### src/rtl/hs_fifo_pkt_guard.sv
// Packet admission stage in front of an async FIFO write port: forwards beats through
// a single register slice, flags bad packets via m_drop, and truncates oversized ones.
module hs_fifo_pkt_guard #(
    parameter type DATA_TYPE   = logic,
    parameter int  MAX_PKT_LEN = 256,
    parameter int  MIN_PKT_LEN = 1,
    parameter int  STAT_WIDTH  = 32
) (
    input  logic                  clk,
    input  logic                  aresetn,
    input  logic                  s_valid,
    output logic                  s_ready,
    input  DATA_TYPE              s_data,
    input  logic                  s_last,
    input  logic                  s_err,
    output logic                  m_valid,
    input  logic                  m_ready,
    output DATA_TYPE              m_data,
    output logic                  m_last,
    output logic                  m_drop,
    output logic [STAT_WIDTH-1:0] pkt_ok_cnt,
    output logic [STAT_WIDTH-1:0] pkt_drop_cnt,
    output logic                  busy
);

    localparam int LEN_WIDTH = $clog2(MAX_PKT_LEN + 1);
    localparam logic [LEN_WIDTH-1:0] MAX_LEN = LEN_WIDTH'(MAX_PKT_LEN);
    localparam logic [LEN_WIDTH-1:0] MIN_LEN = LEN_WIDTH'(MIN_PKT_LEN);

    typedef enum logic [1:0] {IDLE, ACTIVE, DISCARD} state_t;

    state_t                state_q, state_d;
    logic [LEN_WIDTH-1:0]  cnt_q, cnt_d;
    logic                  err_q, err_d;
    logic                  m_valid_q, m_valid_d;
    logic                  m_last_q, m_last_d;
    logic                  m_drop_q, m_drop_d;
    DATA_TYPE              m_data_q, m_data_d;
    logic [STAT_WIDTH-1:0] ok_cnt_q, ok_cnt_d;
    logic [STAT_WIDTH-1:0] drop_cnt_q, drop_cnt_d;

    logic                  accept;
    logic [LEN_WIDTH-1:0]  n_beat;
    logic                  e_beat;

    assign s_ready = (state_q == DISCARD) || !m_valid_q || m_ready;
    assign accept  = s_valid && s_ready;
    assign n_beat  = cnt_q + 1'b1;
    assign e_beat  = err_q | s_err;

    always_comb begin
        state_d    = state_q;
        cnt_d      = cnt_q;
        err_d      = err_q;
        m_valid_d  = m_valid_q;
        m_last_d   = m_last_q;
        m_drop_d   = m_drop_q;
        m_data_d   = m_data_q;
        ok_cnt_d   = ok_cnt_q;
        drop_cnt_d = drop_cnt_q;

        // Output slice drains first; a new beat may reload it in the same cycle.
        if (m_valid_q && m_ready) begin
            m_valid_d = 1'b0;
            if (m_last_q) begin
                if (m_drop_q) begin
                    if (drop_cnt_q != '1) drop_cnt_d = drop_cnt_q + 1'b1;
                end else begin
                    if (ok_cnt_q != '1) ok_cnt_d = ok_cnt_q + 1'b1;
                end
            end
        end

        if (accept) begin
            if (state_q == DISCARD) begin
                if (s_last) begin
                    state_d = IDLE;
                    cnt_d   = '0;
                    err_d   = 1'b0;
                end
            end else begin
                m_valid_d = 1'b1;
                m_data_d  = s_data;
                if (s_last) begin
                    m_last_d = 1'b1;
                    m_drop_d = e_beat || (n_beat < MIN_LEN);
                    state_d  = IDLE;
                    cnt_d    = '0;
                    err_d    = 1'b0;
                end else if (n_beat == MAX_LEN) begin
                    m_last_d = 1'b1;
                    m_drop_d = 1'b1;
                    state_d  = DISCARD;
                    cnt_d    = '0;
                    err_d    = 1'b0;
                end else begin
                    m_last_d = 1'b0;
                    m_drop_d = 1'b0;
                    state_d  = ACTIVE;
                    cnt_d    = n_beat;
                    err_d    = e_beat;
                end
            end
        end
    end

    always_ff @(posedge clk or negedge aresetn) begin
        if (!aresetn) begin
            state_q    <= IDLE;
            cnt_q      <= '0;
            err_q      <= 1'b0;
            m_valid_q  <= 1'b0;
            m_last_q   <= 1'b0;
            m_drop_q   <= 1'b0;
            ok_cnt_q   <= '0;
            drop_cnt_q <= '0;
        end else begin
            state_q    <= state_d;
            cnt_q      <= cnt_d;
            err_q      <= err_d;
            m_valid_q  <= m_valid_d;
            m_last_q   <= m_last_d;
            m_drop_q   <= m_drop_d;
            ok_cnt_q   <= ok_cnt_d;
            drop_cnt_q <= drop_cnt_d;
        end
    end

    // Data needs no reset; it is only meaningful while m_valid is high.
    always_ff @(posedge clk) begin
        m_data_q <= m_data_d;
    end

    assign m_valid      = m_valid_q;
    assign m_data       = m_data_q;
    assign m_last       = m_last_q;
    assign m_drop       = m_drop_q;
    assign pkt_ok_cnt   = ok_cnt_q;
    assign pkt_drop_cnt = drop_cnt_q;
    assign busy         = (state_q != IDLE) || m_valid_q;

endmodule

### config.mk
export PLATFORM = sky130hd
export DESIGN_NAME = hs_fifo_pkt_guard
export DESIGN_NICKNAME = d
export VERILOG_FILES = /design/src/rtl/hs_fifo_pkt_guard.sv
export SDC_FILE = /design/constraint.sdc
export NUM_CORES = 1
export LEC_CHECK = 0
export ABC_AREA = 1
export CORE_UTILIZATION = 45
export DETAILED_ROUTE_END_ITERATION = 6
export HOLD_SLACK_MARGIN = 0.15
export PLACE_DENSITY_LB_ADDON = 0.05
export SLEW_MARGIN = 20
export SYNTH_ARGS = -nofsm -noshare
export SYNTH_HDL_FRONTEND = slang
export SYNTH_SLANG_ARGS = --single-unit
export TNS_END_PERCENT = 100
### constraint.sdc
create_clock -name clk -period 2 [get_ports clk]
set_input_delay 0.2 -clock clk [delete_from_list [all_inputs] [get_ports clk]]
set_output_delay 0.2 -clock clk [all_outputs]
set_load 0.02 [all_outputs]
==> out/metrics.cfg <==
[grt]
antenna_found_initial = 0
grt_pass1_vias = 4428
grt_pass1_wl_mm = 21.60
grt_max_degree = 80
grt_usage_pct = 24.13
grt_overflow = 0

[sta]
hold_viol = 0
hold_slack_ns = 0.3915
rsz0062_at_grt = false
max_clock_freq_ghz = 0.5460
min_period_ns = 1.832
fin_skew_ns = 0.006957
final-max-slew-violation-count = 0
finalCritPeriodShare_pct = 91.58
setup_tns_ns = 0
worst_slack_ns = 0.1683
relSlewSlack_pct = 69.56
setup_viol = 0
worstMarginPinSlew_ns = 0.4541

[power]
powerDensity_nw_per_um2 = 742.6
p_clk_share_pct = 29.5
leakagePower_nw = 2.770
p_comb_share_pct = 27.2
ir_drop_mv = 0.5571
power_mw = 4.611
power.switching_mw = 1.552
switching_share_pct = 33.66
seqPwrFrac_pct = 43.3
p_int_mw = 3.059

[clock_network]
cts-root-buf = clkbuf_8
clk_pin_slew_worst_paths_ns = 0.09
cts.sinks = 80
cts_buffers = 9
clockBufferDepth = 2
htree_levels = 3
cts_tree = done
clock_latency_ns = 0.36

[placement]
post_dp_cell_area_um2 = 5913
dp.cells = 912
pre_cts_ws_ns = 0.01845
hpwlAfterDp_mm = 9.683
gp_congestion = 0.9177
numPortBuffers = 76

[drt]
drc = 0
routed_wl_mm = 12.92
first_pass_iters = 4
wire_per_inst_um = 13.87
vias = 4671
ant_nets = 0
drt_iter0_drc = 301
viasPerCell = 5.012

[finish]
stdcell_count = 932
num-nets-final = 802
drive_above_1_share_pct = 9.045
multiInputGateArea_um2 = 2624
postLayoutCoreUtil_pct = 59.09
area.sequential_um2 = 2008
fill_cells = 1005
diodes = 0
fin_area_um2 = 6210
area_delta_synth_final_pct = 25.55

[worst_hold_path]
holdCritPathClass = in2reg

[worst_setup_path]
crit_type = reg2reg
worstPathArrival_ns = 2.07
end_kind = flop
worstPathRequired_ns = 2.24
cp_max_fo = 9
worstSetupStartpointType = flop

[logic_synthesis]
synth_edf_count = 1
synth_nets = 704
ys.flop_type = dfrtp_1
async_flop_share_pct = 98.75
syn_area_per_cell_um2 = 7.127
synth_seq_cells = 80
synth.top_cells.by_area = dfrtp_1, nand2_1, nor2_1, xor2_1, inv_1
postSynthCellCount = 694
synth_area_um2 = 4946
yosysTopAreaCellShare_pct = 39.97
ys_types = 32
synth.most_common_cell = nand2_1
synth_area_leader_cell = dfrtp_1
synth.top_cells.by_count = nand2_1, nor2_1, dfrtp_1, inv_1, xor2_1
seq_area_frac_synth_pct = 40.58
ys.warnings.count = 0

[die]
die_w_um = 106.8
start_util_pct = 47.07
die_h_um = 106.8
die-area_um2 = 11410
core_region_area_um2 = 10510
io_pins = 77
rows = 37

[job]
max_cap_violations = 0

[status]
outcome = finished, final reports clean

## sequential cells by signal, indices dropped and copies added (netlist names)
register and cells:
m_valid 1, cnt_q 9, err_q 1, pkt_drop_cnt 32
m_data 1, m_drop 1, state_q 2, pkt_ok_cnt 32
m_last 1
## metal layers
layer / vias up / share of wire [%] / global-route usage, % / routed length, um
met4: 0 / 1.9 / 9.002 / 250
met1: 2172 / 52 / 36.67 / 6766
met3: 18 / 4.8 / 3.587 / 617
li1: 2356 / - / - / -
met5: - / 0 / 0 / 0
met2: 125 / 41 / 34.29 / 5290
## final timing paths
path,startpoint,end,slack (ns),depth (start not counted)
max,pkt_drop_cnt[0]$_DFFE_PN0P_,pkt_drop_cnt[10]$_DFFE_PN0P_,0.17,10
min,s_data,m_data$_DFFE_PP_,0.39,1
max reg2reg,pkt_drop_cnt[0]$_DFFE_PN0P_,pkt_drop_cnt[10]$_DFFE_PN0P_,0.17,10
min reg2reg,pkt_drop_cnt[2]$_DFFE_PN0P_,pkt_drop_cnt[2]$_DFFE_PN0P_,0.52,1
max in group asynchronous,aresetn,cnt_q[0]$_DFFE_PN0P_,1.25,3
min in group asynchronous,aresetn,pkt_drop_cnt[4]$_DFFE_PN0P_,0.40,3
## timing repair
action	4_1_cts	5_1_grt
resized for setup	1	11
hold endpoints to repair	79	0
setup buffers	0	4
pin swaps	0	1
cloned	0	0
hold buffers	1	0
endpoints found under the setup margin	2	53
## power groups by stage
| stage | logic (mW) | registers (mW) | clock network (mW) |
|---|---|---|---|
| after floorplan | 0.512 | 2.18 | 0 |
| after global placement | 1.22 | 2.02 | 0 |
| after detailed placement | 1.25 | 2.02 | 0 |
| after CTS | 1.25 | 1.99 | 1.39 |
| after global routing | 1.39 | 2.03 | 1.43 |
| final | 1.25 | 2.00 | 1.36 |
## critical path, cell delays in order (launching register included)
cell     delay, ns
dfrtp_1       0.36
ha_1          0.17
inv_1         0.08
nor3_4        0.21
nand2_2       0.12
nor2_2        0.15
nand2_1       0.10
nand2_4       0.15
buf_4         0.16
nor2_1        0.07
xor2_1        0.15
## placed cells by master, fill, tap and decap left out, types with 4 or more instances in the layout
| cell type | instances |
|---|---|
| o21ai_0 | 20 |
| clkdlybuf4s50_1 | 75 |
| nand3b_1 | 9 |
| clkbuf_8 | 9 |
| nor3_2 | 4 |
| o21ai_2 | 8 |
| nor2_2 | 5 |
| xnor2_1 | 12 |
| inv_1 | 60 |
| nand2_1 | 273 |
| nand3_1 | 23 |
| dfrtp_1 | 78 |
| nor3_1 | 27 |
| nand4_1 | 11 |
| xor2_1 | 36 |
| buf_4 | 20 |
| nor2_1 | 90 |
## area by class of cell
class                      instances  share of cell area, %
multi-input combinational        539                  42.25
tap                              136                  2.740
inverter                          64                  3.949
clock buffer                       9                  1.995
timing repair buffer              98                  15.23
sequential                        80                  32.34
clock inverter                     6                  1.491
## cells by family after synthesis
family                   share of synthesized area [%]
flip-flops                                       40.58
adder cells (fa/ha/maj)                         0.7590
AND/OR/NAND/NOR                                  38.55
buffers and inverters                            6.957
AO/OA/AOI/OAI                                    4.326
XOR/XNOR                                         8.829
No activity file was read; power rests on OpenSTA's default activity.
==> edit 1, RTL diff (same settings) <==
Encoding of `state_t`: now one-hot (3 bits for 3 states).
--- a/src/rtl/hs_fifo_pkt_guard.sv
+++ b/src/rtl/hs_fifo_pkt_guard.sv
@@ -29,3 +29,3 @@
 
-    typedef enum logic [1:0] {IDLE, ACTIVE, DISCARD} state_t;
+    typedef enum logic [2:0] {IDLE = 3'b001, ACTIVE = 3'b010, DISCARD = 3'b100} state_t;
 
Check against the original RTL: same outputs for any inputs over 4 cycles, from zero or initial values and one cycle with aresetn low; so few cycles prove little.
==> edit 1 against the original RTL <==
  * Power is 3.5% lower
  * Routed wire length rose by 5.0%
  * Final cell count up 4.6%
  * Area after synthesis increased by 3.4%
  * Sequential cell count up 1
  * Cell area grew 3.4%
  * Utilization shrank 0.39 points
  * Global-route usage rose by 0.72 points
  * Via count up 5.8%
  * Setup slack got worse by 39 ps
  * Largest cell class unchanged
==> edit 1: results (changes against the original RTL) <==
Layout
  – Layout Cells excl Fill: 975 (+4.6%)

Synthesis
  – Synth Instances: 740 (+6.6%)
  – Most common library cells after synthesis: 331 x nand2_1, 79 x dfrtp_1, 73 x nor2_1
  – Sequential-to-total area share from yosys stat: 0.398 (-0.00817)
  – Synth area leaders: dfrtp_1 39%, nand2_1 24%, nor2_1 5.4%
  – Compound-cell area share of the yosys netlist: 0.0338 (-0.00949)
  – Adder and majority cell fraction of the synthesized area: 0.00734 (-0.000249)

Critical path
  – CP Data Arrival Time: 1670 ps (-400 ps)
  – Worst reg2reg setup slack: 210 ps (+40 ps)
  – R2r startpoint: pkt_drop_cnt[1]$_DFFE_PN0P_
  – CP startpoint: state_q[0]$_DFFE_PN1P_
  – Critical path's slowest cell: clkdlybuf4s50_1

Routing
  – Routed vias: 4,944 (+5.8%)
  – Drt initial violations: 335 (+11%)
  – Met2 WL: 6020 um (+14%)

Placed design
  – Routability Congestion: 0.920 (+0.21%)
  – Detailed placement HPWL: 10,200 um (+5.6%)
  – Inst Count DP: 958 (+5.0%)
  – Pre-CTS WS: 86.7 ps (+68.2 ps)

Power and ir drop
  – Maximum vdd drop: 0.000504 V (-9.6%)
  – Pleak: 0.00290 uW (+4.6%)

Timing
  – Clock skew: 5.93 ps (-1.02 ps)
  – Min Tclk post-route: 1870 ps (+39.4 ps)

Global routing
  – GRT met3 Usage: 0.0386 (+0.00271)
  – First-pass GRT wire length: 22,600 um (+4.6%)
  – All-Layer GR Usage: 0.249 (+0.00724)
  – Number of global-route vias before repair: 4,677 (+5.6%)

Clocking
  – CTS resizes: 0 (-1)
  – Worst-skew pair later-pin latency: 340 ps (-20 ps)

Status
  – Status: finished clean
[edit 1: power breakdown]
group          internal, uW  total [uW]  leakage, uW  switching [uW]
sequential             1780        1940      0.00110             167
clock                   909        1570     0.000133             660
combinational           406         936      0.00166             530
total                  3090        4450      0.00290            1360
[edit 1: final timing paths]
| path | depth (start not counted) | to |
|---|---|---|
| worst max-delay path | 4 | s_ready |
| worst min-delay path | 2 | pkt_ok_cnt[6]$_DFFE_PN0P_ |
| worst max register to register | 7 | pkt_drop_cnt[16]$_DFFE_PN0P_ |
| worst min register to register | 2 | state_q[0]$_DFFE_PN1P_ |
| max in group asynchronous | 3 | state_q[0]$_DFFE_PN1P_ |
| min in group clk | 1 | m_data$_DFFE_PP_ |
[edit 1: area by class of cell]
class,instances,area [um^2]
Clock inverter,2,12.5
Inverter,59,221
Multi-Input combinational cell,587,2790
Timing Repair Buffer,92,918
Clock buffer,14,264
Tap cell,140,175
Fill cell,1069,4520
Sequential cell,81,2030
==> edit 2, RTL diff (config.mk and constraints unchanged) <==
Without the edit above. Change the parameter `STAT_WIDTH` from 32 to 24.
--- a/src/rtl/hs_fifo_pkt_guard.sv
+++ b/src/rtl/hs_fifo_pkt_guard.sv
@@ -6,3 +6,3 @@
     parameter int  MIN_PKT_LEN = 1,
-    parameter int  STAT_WIDTH  = 32
+    parameter int  STAT_WIDTH  = 24
 ) (
Ports: changed (resized pkt_drop_cnt and pkt_ok_cnt); port bits go from 77 to 61. No check against the original RTL was run, so the function may have changed too.
==> edit 2 against the original RTL <==
  * Power is 1.0% lower
  * Sequential cell count is 16 lower
  * Utilization is 0.40 points higher
  * Area after synthesis is 23% lower
  * Setup slack better by 32 ps
  * Worst hold slack better by 28 ps
  * Highest routed layer unchanged
  * Global-route usage is 1.1 points lower
  * Largest cell class unchanged
  * Sequential power is 13% lower
  * Critical endpoint is now s_ready
  * Sequential share of layout area is 0.69 points higher
  * Final cell count is 23% lower
  * Cell area is 22% lower
  * Register-to-register slack better by 40 ps
  * Routed wire length is 30% lower
==> edit 2: results (changes against the original RTL) <==
Status
  – Status: finished clean

Synthesis
  – Most common library cells after synthesis: 199 x nand2_1, 63 x dfrtp_1, 48 x nor2_1
  – Synth cell types: 28 (-13%)
  – Synth warn: 0 (unchanged)
  – Number of synthesized flops with an enable pin: 1 (unchanged)
  – Fraction of registers with async set/reset: 0.984 (-0.00313)
  – Sequential-to-total area share from yosys stat: 0.423 (+0.0173)
  – Synth area leaders: dfrtp_1 42%, nand2_1 20%, xor2_1 6.7%
  – Mapped Nets: 538 (-24%)

Clocking
  – Clk root buf: clkbuf_8
  – H-tree lvl count: 3 (unchanged)
  – Clock Pin Slew Worst Setup and Hold Paths: 70 ps (-20 ps)
  – Worst-skew pair later-pin latency: 340 ps (-20 ps)
  – CTS max path bufs: 2 (unchanged)
  – Num CTS Buffers: 9 (unchanged)

Critical path
  – R2r startpoint: cnt_q[1]$_DFFE_PN0P_
  – Worst reg2reg setup slack: 210 ps (+40 ps)
  – Max FO, Critical Path: 6 (-3)
  – CP Data Arrival Time: 1600 ps (-470 ps)
  – Worst R2R Path Depth: 10 (unchanged)
  – RR Endpoint: state_q[0]$_DFFE_PN0P_
  – CP startpoint: state_q[0]$_DFFE_PN0P_
  – Crit path to: s_ready

Global routing
  – First-pass GRT wire length: 15,700 um (-27%)
  – Pin count of the biggest net entering global routing: 37 (-54%)
  – Number of global-route vias before repair: 3,384 (-24%)
  – All-Layer GR Usage: 0.231 (-0.0108)
  – Initial antenna violation count: 0 (unchanged)

Layout
  – Layout cells sized above 1: 0.0786 (-0.0119)
  – Fillcell total: 775 (-23%)
  – Nets: 616 (-23%)
  – Antenna fix cells: 0 (unchanged)

Power and ir drop
  – Net switching power: 1580 uW (+1.7%)
  – Pleak: 0.00221 uW (-20%)
  – Maximum vdd drop: 0.000460 V (-17%)

Timing
  – Clock skew: 11.2 ps (+4.24 ps)
  – Relative slew slack: 0.572 (-0.124)
  – Hold WS: 419 ps (+27.7 ps)

Placed design
  – Detailed placement HPWL: 6880 um (-29%)
  – Routability Congestion: 0.889 (-3.1%)
  – Port Buffers: 60 (-21%)

Routing
  – WL final: 9110 um (-30%)
  – First-pass detailed-route iteration total: 5 (+1)
  – Routed vias: 3,608 (-23%)
  – Drt initial violations: 161 (-47%)

Worst hold path
  – Hold Crit Depth: 1 (unchanged)
  – Worst Hold Class: input pin to register
## edit 2: cell families after synthesis
| kind of cell | after synthesis | share of synthesized area |
|---|---|---|
| DFF | 64 | 0.423 |
| AOI/OAI and AO/OA | 42 | 0.0570 |
| xor gates and xnor gates | 37 | 0.0853 |
| and+or+nand+nor | 319 | 0.357 |
| buffers and inverters | 63 | 0.0682 |
| adders and majority gates | 3 | 0.00989 |
## edit 2: metrics by stage
step / setup slack, ps / cell area [um^2] / std cells / utilization / total power (uW)
6_report: 201 / 4860 / 716 / 0.595 / 4560
5_1_grt: 1.55 / 4860 / 716 / 0.595 / 4840
4_1_cts: 1.91 / 4850 / 716 / 0.593 / 4610
3_5_place_dp: 17.6 / 4600 / 699 / 0.563 / 3260
3_3_place_gp: 137 / 4600 / 699 / 0.563 / 3240
2_1_floorplan: 43.6 / 3800 / 528 / - / 2590
## edit 2: critical path: stages, from the launching register on
cell and delay [ps]:
dfrtp_1 380, inv_2 60, nand2_1 130, nand2_1 100, clkdlybuf4s50_1 600
## edit 2: repair_timing
action / 4_1_cts / 5_1_grt
gates resized for setup: 0 / 3
hold buffers: 1 / 0
endpoints found under the hold margin: 27 / 0
setup buffers: 0 / 0
endpoints found under the setup margin: 0 / 20
## edit 2: power by group through the flow
stage / Sequential [uW] / Combinational (uW) / Clock, uW
6_report: 1750 / 1480 / 1330
5_1_grt: 1790 / 1630 / 1430
4_1_cts: 1750 / 1490 / 1360
3_5_place_dp: 1780 / 1490 / 0
3_3_place_gp: 1770 / 1470 / 0
2_1_floorplan: 1990 / 594 / 0
## edit 2: cell type report
type | instances | share of cell area
Multi-Input combinational cell | 401 | 0.400
Sequential cell | 64 | 0.330
Timing Repair Buffer | 75 | 0.151
Inverter | 55 | 0.0424
Clock buffer | 11 | 0.0270
Tap cell | 105 | 0.0270
Clock inverter | 5 | 0.0216
## edit 2: how the worst min path moves through the flow
| stage | start | end |
|---|---|---|
| 3_3_place_gp | aresetn | pkt_ok_cnt[2]$_DFFE_PN0P_ |
| 4_1_cts | s_data | m_data$_DFFE_PP_ |
| 5_1_grt | s_data | m_data$_DFFE_PP_ |
| 6_report | s_data | m_data$_DFFE_PP_ |
| 3_5_place_dp | aresetn | pkt_ok_cnt[2]$_DFFE_PN0P_ |
| 2_1_floorplan | aresetn | cnt_q[0]$_DFFE_PN0P_ |
## edit 2: metal layers
layer / up-vias / global-route usage / part of all wire
met2: 93 / 0.364 / 0.45
li1: 1831 / - / -
met4: 0 / 0.0615 / 0.011
met1: 1673 / 0.321 / 0.49
met3: 11 / 0.0461 / 0.050
met5: - / 0 / 0
